**config.mk**
```make
export PLATFORM = sky130hd
export DESIGN_NAME = serial_chunk_adder
export DESIGN_NICKNAME = d
export VERILOG_FILES = /design/src/rtl/serial_chunk_adder_pkg.sv /design/src/rtl/chunk_adder.sv /design/src/rtl/serial_chunk_adder.sv
export SDC_FILE = /design/constraint.sdc
export NUM_CORES = 1
export LEC_CHECK = 0
export BUFFER_PORTS_ARGS = -buffer_cell sky130_fd_sc_hd__clkbuf_2
export CAP_MARGIN = 0
export CORE_MARGIN = 4
export CORE_UTILIZATION = 35
export CTS_CLUSTER_SIZE = 12
export DETAILED_ROUTE_END_ITERATION = 10
export MAX_ROUTING_LAYER = met4
export PLACE_DENSITY_LB_ADDON = 0.1
export SYNTH_ARGS = -nofsm -noshare
export SYNTH_HDL_FRONTEND = slang
export SYNTH_HIERARCHICAL = 1
export SYNTH_SLANG_ARGS = --single-unit
```
**constraint.sdc**
```tcl
create_clock -name clk -period 4.6 [get_ports clk]
set_clock_uncertainty 0.1 [all_clocks]
set_input_delay 0.69 -clock clk [delete_from_list [all_inputs] [get_ports clk]]
set_output_delay 0.69 -clock clk [all_outputs]
set_load 0.02 [all_outputs]
```
**src/rtl/serial_chunk_adder_pkg.sv**
```systemverilog
// Shared definitions for the serial chunk adder: FSM state encoding and
// helpers that derive the chunk count and chunk-index width.
package serial_chunk_adder_pkg;

  // Control states: IDLE accepts operands, RUN adds one chunk per cycle,
  // DONE presents the result until the consumer takes it.
  typedef enum logic [1:0] {
    IDLE = 2'd0,
    RUN  = 2'd1,
    DONE = 2'd2
  } state_t;

  // Number of CHUNK-wide slices in a WIDTH-bit operand (guarded against CHUNK=0
  // so that the elaboration check in the top can report the real problem).
  function automatic int calc_nchunk(input int width, input int chunk);
    if (chunk < 1) return 1;
    return width / chunk;
  endfunction

  // Width of the chunk index; a single-chunk design still needs one bit.
  function automatic int calc_idx_w(input int nchunk);
    int w;
    w = $clog2(nchunk);
    return (w < 1) ? 1 : w;
  endfunction

endpackage

```
**src/rtl/chunk_adder.sv**
```systemverilog
// Combinational CHUNK-bit ripple-carry adder built from full-adder cells.
// Also exposes the carry into the top bit so the caller can form signed overflow.
module chunk_adder #(
  parameter int CHUNK = 4
) (
  input  logic [CHUNK-1:0] a_i,
  input  logic [CHUNK-1:0] b_i,
  input  logic             c_i,
  output logic [CHUNK-1:0] sum_o,
  output logic             c_o,
  output logic             msb_c_o
);

  // Ripple the carry through CHUNK full-adder cells, LSB first.
  always_comb begin
    logic [CHUNK:0] c;
    c     = '0;
    sum_o = '0;
    c[0]  = c_i;
    for (int i = 0; i < CHUNK; i++) begin
      sum_o[i] = a_i[i] ^ b_i[i] ^ c[i];
      c[i+1]   = (a_i[i] & b_i[i]) | (c[i] & (a_i[i] ^ b_i[i]));
    end
    c_o     = c[CHUNK];
    msb_c_o = c[CHUNK-1];
  end

endmodule

```
**src/rtl/serial_chunk_adder.sv**
```systemverilog
// Serial adder that processes a WIDTH-bit add CHUNK bits per clock.
// Handshake: an operand set transfers on a rising edge where in_valid=1 and
// in_ready=1; a result transfers on a rising edge where out_valid=1 and
// out_ready=1. in_ready is high only in IDLE, out_valid only in DONE, so the
// block holds one operation at a time.
// Optional feature: define SERIAL_CHUNK_ADDER_SUB_EN to add the 'sub' input,
// which turns the operation into a - b - cin (cout=1 means no borrow).
// dbg_state mirrors the FSM state for observation.
module serial_chunk_adder
  import serial_chunk_adder_pkg::*;
#(
  parameter int WIDTH = 16,
  parameter int CHUNK = 4
) (
  input  logic             clk,
  input  logic             rst,
  input  logic [WIDTH-1:0] a,
  input  logic [WIDTH-1:0] b,
  input  logic             cin,
`ifdef SERIAL_CHUNK_ADDER_SUB_EN
  input  logic             sub,
`endif
  input  logic             in_valid,
  output logic             in_ready,
  output logic [WIDTH-1:0] s,
  output logic             cout,
  output logic             ovf,
  output logic             out_valid,
  input  logic             out_ready,
  output logic [1:0]       dbg_state
);

  localparam int NCHUNK = calc_nchunk(WIDTH, CHUNK);
  localparam int IDX_W  = calc_idx_w(NCHUNK);

  // Reject parameter sets where the operand does not split into whole chunks.
  generate
    if ((CHUNK < 1) || (WIDTH < 1) || ((WIDTH % CHUNK) != 0)) begin : g_bad_cfg
      $error("serial_chunk_adder: WIDTH must be a positive multiple of CHUNK");
    end
  endgenerate

  state_t             state_q, state_d;
  logic [IDX_W-1:0]   k_q, k_d;
  logic               carry_q, carry_d;
  logic [WIDTH-1:0]   a_q, a_d;
  logic [WIDTH-1:0]   b_q, b_d;
  logic [WIDTH-1:0]   s_q, s_d;
  logic               cout_q, cout_d;
  logic               ovf_q, ovf_d;

  logic               sub_eff;
  logic [CHUNK-1:0]   a_chunk, b_chunk, sum_chunk;
  logic               chunk_co, chunk_msb_ci;
  logic               last_chunk;

`ifdef SERIAL_CHUNK_ADDER_SUB_EN
  assign sub_eff = sub;
`else
  assign sub_eff = 1'b0;
`endif

  // Select the operand chunk addressed by the chunk index.
  always_comb begin
    a_chunk = '0;
    b_chunk = '0;
    for (int i = 0; i < NCHUNK; i++) begin
      if (k_q == IDX_W'(i)) begin
        a_chunk = a_q[i*CHUNK +: CHUNK];
        b_chunk = b_q[i*CHUNK +: CHUNK];
      end
    end
  end

  assign last_chunk = (k_q == IDX_W'(NCHUNK - 1));

  chunk_adder #(.CHUNK(CHUNK)) u_chunk_adder (
    .a_i     (a_chunk),
    .b_i     (b_chunk),
    .c_i     (carry_q),
    .sum_o   (sum_chunk),
    .c_o     (chunk_co),
    .msb_c_o (chunk_msb_ci)
  );

  // Next-state logic: capture on accept, one chunk per RUN cycle, hold in DONE.
  always_comb begin
    state_d = state_q;
    k_d     = k_q;
    carry_d = carry_q;
    a_d     = a_q;
    b_d     = b_q;
    s_d     = s_q;
    cout_d  = cout_q;
    ovf_d   = ovf_q;
    case (state_q)
      IDLE: begin
        if (in_valid) begin
          // Subtraction is a + ~b + ~cin, so invert B and the carry-in here.
          a_d     = a;
          b_d     = b ^ {WIDTH{sub_eff}};
          carry_d = cin ^ sub_eff;
          k_d     = '0;
          state_d = RUN;
        end
      end
      RUN: begin
        for (int i = 0; i < NCHUNK; i++) begin
          if (k_q == IDX_W'(i)) s_d[i*CHUNK +: CHUNK] = sum_chunk;
        end
        carry_d = chunk_co;
        k_d     = k_q + 1'b1;
        if (last_chunk) begin
          k_d     = '0;
          cout_d  = chunk_co;
          ovf_d   = chunk_msb_ci ^ chunk_co;
          state_d = DONE;
        end
      end
      DONE: begin
        if (out_ready) state_d = IDLE;
      end
      default: state_d = IDLE;
    endcase
  end

  // State registers; reset discards any operation in flight.
  always_ff @(posedge clk or posedge rst) begin
    if (rst) begin
      state_q <= IDLE;
      k_q     <= '0;
      carry_q <= 1'b0;
      a_q     <= '0;
      b_q     <= '0;
      s_q     <= '0;
      cout_q  <= 1'b0;
      ovf_q   <= 1'b0;
    end else begin
      state_q <= state_d;
      k_q     <= k_d;
      carry_q <= carry_d;
      a_q     <= a_d;
      b_q     <= b_d;
      s_q     <= s_d;
      cout_q  <= cout_d;
      ovf_q   <= ovf_d;
    end
  end

  assign in_ready  = (state_q == IDLE);
  assign out_valid = (state_q == DONE);
  assign s         = s_q;
  assign cout      = cout_q;
  assign ovf       = ovf_q;
  assign dbg_state = state_q;

endmodule

```
; Word-level counts from Yosys, hierarchy flattened
; Index checks and enable logic that the tools add are counted.
[totals]
ff_bits = 55
input_bits = 37
out_inout_bits = 22
elab_cells = 68
[classes]
add_sub_neg = 1
eq_ne = 8
muxes = 17
n_bitwise = 21
reduce_logical = 10
[ops]
columns = cell, n
row1 = two-way mux 4 bit, 8
row2 = AND reduction 2 bit, 6
row3 = two-way mux 2 bit, 5
row4 = bitwise XOR 1 bit, 9
row5 = AND 1 bit, 8
row6 = "== test 2 bit, second input constant", 3
row7 = one-hot mux 2 bit (3 select lines), 1
row8 = "== test 2 x 1 -> 1 bit, second input constant", 2
row9 = logical NOT 2 bit, 2
row10 = "inequality test 2 bit, second input constant", 2
row11 = bitwise OR 1 bit, 4
row12 = one-hot mux 2 bit (2 select lines), 1
row13 = AND reduction 3 bit, 1
row14 = "adder 2 x 1 -> 2 bit, second input constant", 1
row15 = "inequality test 2 x 1 -> 1 bit, second input constant", 1
row16 = one-hot mux 1 bit (2 select lines), 1
row17 = nonzero test 2 bit, 1
row18 = two-way mux 1 bit, 1

; Depth between registers and ports, before layout
[logic_depth]
ltp_word = 15
depth_mapped = 14

; By module
; Netlist, hierarchy kept.
[by_module_without_submodules]
columns = module, instances, cells_per_inst, area_each_um2, seq_area_each_um2
row1 = serial_chunk_adder, 1, 178, 2582.5, 1376.3
row2 = chunk_adder, 1, 12, 110.1, 0.0

; Least setup slack after synthesis
; OpenSTA, ideal clock, no wires.
[synth_timing]
path_type = register to register
from = reg k_q[0]
to = reg s_q[15], in the netlist s[15]
t_arrival_ns = 3.168
required_ns = 4.375
setup_slack_ns = 1.207
stages_incl_launch_ff = 14
n_path_buf = 1
synth_period_minus_slack_ns = 3.393
path_cell_list = dfrtp_1 inv_1 ha_1 nor2b_1 clkbuf_1 a221oi_1 a221oi_1 fa_1 inv_1 fa_1 fa_1 inv_1 fa_1 mux2_2
[synth_via]
elab_chain_len = 13
[synth_rtl]
columns = item, line_no
row1 = start: declaration, serial_chunk_adder.sv:44  ; logic [IDX_W-1:0] k_q, k_d;
row2 = start signal: assignment, serial_chunk_adder.sv:140  ; k_q <= k_d;
row3 = logical NOT 2 bit, serial_chunk_adder.sv:68  ; if (k_q == IDX_W'(i)) begin
row4 = two-way mux 4 bit (3 in a row), serial_chunk_adder.sv:68
row5 = two-way mux 4 bit *, serial_chunk_adder.sv:68
row6 = net a_chunk[0], serial_chunk_adder.sv:53  ; logic [CHUNK-1:0] a_chunk, b_chunk, sum_chunk;
row7 = bitwise XOR 1 bit, chunk_adder.sv:22  ; c[i+1] = (a_i[i] & b_i[i]) | (c[i] & (a_i[i] ^ b_i[i]));
row8 = AND 1 bit, chunk_adder.sv:22
row9 = bitwise OR 1 bit *, chunk_adder.sv:22
row10 = AND 1 bit *, chunk_adder.sv:22
row11 = bitwise OR 1 bit *, chunk_adder.sv:22
row12 = AND 1 bit *, chunk_adder.sv:22
row13 = bitwise OR 1 bit *, chunk_adder.sv:22
row14 = net chunk_msb_ci, serial_chunk_adder.sv:54  ; logic chunk_co, chunk_msb_ci;
row15 = bitwise XOR 1 bit *, chunk_adder.sv:21  ; sum_o[i] = a_i[i] ^ b_i[i] ^ c[i];
row16 = net sum_chunk[3], serial_chunk_adder.sv:53
row17 = end signal: assignment, serial_chunk_adder.sv:135  ; s_q <= '0;
row18 = end signal: assignment, serial_chunk_adder.sv:144  ; s_q <= s_d;
row19 = end: declaration, serial_chunk_adder.sv:48  ; logic [WIDTH-1:0] s_q, s_d;
; The timed path passes the listed nets; every way through them passes the cells marked *.
; A chain may end at the register's enable or synchronous reset.

; Worst setup path after layout
[layout_timing]
from = reg k_q[0]
to = reg s_q[3], in the netlist s[3]
; Same word-level chain as after synthesis.

==> out/summary.txt <==
===============================================================================================
Most repeated cell in the gate-level netlist after synthesis                       sky130_fd_sc_hd__dfrtp_1
Reported max-cap violation count                                                              0
Number of global-route vias before repair                                                  1663
Async S/R FF share, synth                                                                  1.00
CP Class                                                                           flip-flop to flip-flop
Part of the Yosys area used for sequential elements                                       0.511
Max_slew headroom                                                                         0.519
Wire length of the first global-routing pass                                            8440 µm
Net switching component of the power                                                  0.00105 W
Result of the run                                                                  finished, final reports clean
Sum of routed wire length over all layers                                               5130 µm
Clock tree from TritonCTS                                                                 built
Worst reg-to-reg setup slack                                                            0.77 ns
Slew at the pin closest to its max-slew limit                                          0.722 ns
Post-synthesis instance total                                                               190
Vertical die dimension                                                                  95.7 µm
Antenna violations before repair                                                              0
Worst R2R End                                                                              s[3]
R2R Path Start                                                                           k_q[0]
Pwr per Cell Area                                                                    845 mW/mm²
Initial Util                                                                              0.365
Top fanout value on the critical path                                                        11
Post-synthesis instance area                                                        0.00269 mm²
Number of iterations in the first detailed-routing pass                                       5
Fraction of power consumed by the clock network                                           0.097
Shortest period the worst path allows                                                   3.83 ns
Seq cells post-synth                                                                         55
Warnings, synthesis                                                                           6
Via total after detailed routing                                                           1606
Static leakage power                                                                    1.51 nW
Overflow after GRT                                                                            0
Clock input transition at the sequential cells of the worst setup and hold paths        0.09 ns
Clock insertion delay at the later pin of the skew report                               0.30 ns
End-of-flow core utilization                                                              0.420
Post-synthesis to final-layout area growth                                                15.0%
Cell area after placement                                                           0.00301 mm²
Count of antenna diodes in the layout                                                         0
Switch share                                                                              0.400
Combinational share of power                                                              0.556
Post-route DRC                                                                                0
Buffers added on ports                                                                       58
Top cells by instance count after synthesis                                        sky130_fd_sc_hd__dfrtp_1 (55), sky130_fd_sc_hd__mux2_4 (30), sky130_fd_sc_hd__mux2_2 (19)
Slew Limit Fails                                                                              0
Synth Net Count                                                                             235
Number of cells on the worst reg-to-reg path                                                 11
CTS HTree Levels                                                                              2
Clk buf depth                                                                                 2
Detailed Route Iter0 Violations                                                              62
Period utilisation layout                                                                 0.832
# IOs                                                                                        59
Cell area after layout                                                              0.00310 mm²
RSZ-0062 raised after global routing                                                      false
Inserted Clock Buffers                                                                        5
Final Power                                                                           0.00262 W
WL per Instance                                                                         14.8 µm
Most area-hungry cell type in the Yosys netlist                                    sky130_fd_sc_hd__dfrtp_1
Pint                                                                                  0.00157 W
Cells resized by post-CTS repair                                                              0
Area of the die                                                                     0.00916 mm²
Clock sink total                                                                             55
Total Negative Setup Slacks                                                                0 ns
Clock root buffer                                                                  sky130_fd_sc_hd__clkbuf_8
Antenna Violating Nets Remaining                                                              0
Leading register cell type out of synthesis                                        sky130_fd_sc_hd__dfrtp_1
Proportion of layout cells with a drive suffix above 1                                    0.484
Nets                                                                                        292
Final count of hold timing violations                                                         0
Total global-route track usage                                                            0.124
Placeable core region                                                               0.00737 mm²
Startpoint of the worst hold path                                                           ovf
Non-filler cells, final                                                                     347
Crit start category                                                                   flip-flop
Number of cells traversed by the worst hold path                                              2
GPL Wtd Cong                                                                              0.761
Cell row count                                                                               31
Synth area leaders                                                                 sky130_fd_sc_hd__dfrtp_1 (51%), sky130_fd_sc_hd__mux2_4 (17%), sky130_fd_sc_hd__mux2_2 (7.9%)
Estimated wirelength of the detail-placed design                                        3890 µm
Worst Hold Path EP                                                                          ovf
Hold buffers post-CTS                                                                         0
Setup bufs post-CTS                                                                           0
Yosys top cell area share                                                                 0.511
Largest net degree at the start of global routing                                            56
Required time at the worst-slack endpoint                                               4.69 ns
Worst supply voltage drop on vdd                                                         257 µV
Number of synthesized flops with an enable pin                                                0
Finish-stage setup viols                                                                      0
Post-synth cell types                                                                        29
X dimension of the die                                                                  95.7 µm
Via-per-instance ratio                                                                     4.63
Placed Cells                                                                                339
Seq pwr share                                                                             0.347
Achievable clock frequency                                                              261 MHz
Critical Path Sink Type                                                               flip-flop
Arr. time, crit path                                                                    3.92 ns
Mean instance size in the synthesized netlist                                          14.2 µm²
Type of the most critical hold path                                                flip-flop to flip-flop
===============================================================================================
layout by cell type (no fill, tap or decap), types with 2 or more instances in the layout:
cell type,instances
sky130_fd_sc_hd__nor2_1,11
sky130_fd_sc_hd__o22ai_1,3
sky130_fd_sc_hd__nor2b_1,3
sky130_fd_sc_hd__clkbuf_2,58
sky130_fd_sc_hd__a22o_1,2
sky130_fd_sc_hd__nand2_1,5
sky130_fd_sc_hd__clkbuf_1,2
sky130_fd_sc_hd__mux2_4,30
sky130_fd_sc_hd__mux2_2,19
sky130_fd_sc_hd__clkbuf_8,5
sky130_fd_sc_hd__o21ai_0,2
sky130_fd_sc_hd__ha_1,4
sky130_fd_sc_hd__a221oi_1,13
sky130_fd_sc_hd__fa_1,4
sky130_fd_sc_hd__dfrtp_1,55
sky130_fd_sc_hd__inv_1,17
sky130_fd_sc_hd__nand2b_1,2
per-layer routing:
| layer | wire, µm | GRT usage |
|---|---|---|
| met1 | 2500 | 0.175 |
| met2 | 2310 | 0.176 |
| met3 | 261 | 0.0313 |
| met4 | 59 | 0.0391 |
| met5 | 0 | - |
power groups by stage:
stage / clock network, W / logic, W / registers [W]
after floorplan: 0 / 0.00110 / 0.000961
after global placement: 0 / 0.00146 / 0.000928
after detailed placement: 0 / 0.00149 / 0.000920
after CTS: 0.000264 / 0.00149 / 0.000912
after global routing: 0.000283 / 0.00163 / 0.000942
final: 0.000253 / 0.00146 / 0.000907
registers in the layout, summed over array words and instances, names as in the netlist:
register   flops
a_q           16
b_q           16
s             16
dbg_state      2
k_q            2
carry_q        1
cout           1
ovf            1
critical path, stage by stage, from the launching register on:
cell	delay [ns]
sky130_fd_sc_hd__dfrtp_1	0.44
sky130_fd_sc_hd__ha_1	0.35
sky130_fd_sc_hd__nor2b_1	0.42
sky130_fd_sc_hd__a221oi_1	0.18
sky130_fd_sc_hd__a221oi_1	0.34
sky130_fd_sc_hd__fa_1	0.23
sky130_fd_sc_hd__inv_1	0.05
sky130_fd_sc_hd__fa_1	0.38
sky130_fd_sc_hd__fa_1	0.37
sky130_fd_sc_hd__inv_1	0.11
sky130_fd_sc_hd__fa_1	0.47
sky130_fd_sc_hd__mux2_2	0.29
per-stage QoR:
stage               setup WS (ns)  hold WS (ns)
floorplan                    1.21         0.374
global placement            0.884         0.367
detailed placement          0.784         0.380
CTS                         0.757         0.400
global route                0.431         0.418
finish                      0.772         0.389
cell type report:
cell class / instances / area (µm²)
fill: 722 / 4270
sequential: 55 / 1380
multi-input combinational: 108 / 1150
timing repair buffer: 59 / 298
tap: 99 / 124
clock buffer: 7 / 76.3
inverter: 18 / 67.6
clock inverter: 1 / 5.00
how the worst max path moves through the flow:
stage	startpoint	endpoint	slack, ns
after floorplan	k_q[0]	s[15]	1.21
after global placement	k_q[0]	s[3]	0.88
after detailed placement	k_q[1]	s[3]	0.78
after CTS	k_q[1]	s[3]	0.76
after global routing	k_q[1]	s[15]	0.43
final	k_q[0]	s[3]	0.77
kinds of logic (layout without fill, tap and decap cells):
kind of cell    after synthesis  count (layout)  share of synthesized area
fa+ha+maj                     8               8                     0.0483
compound gates               23              23                     0.0669
simple gates                 27              27                     0.0613
mux                          49              49                      0.247
flops                        55              55                      0.511
xor+xnor                      1               1                    0.00325
buf+inv                      27              85                     0.0623
Note: power is estimated with default switching activity, not from simulation.
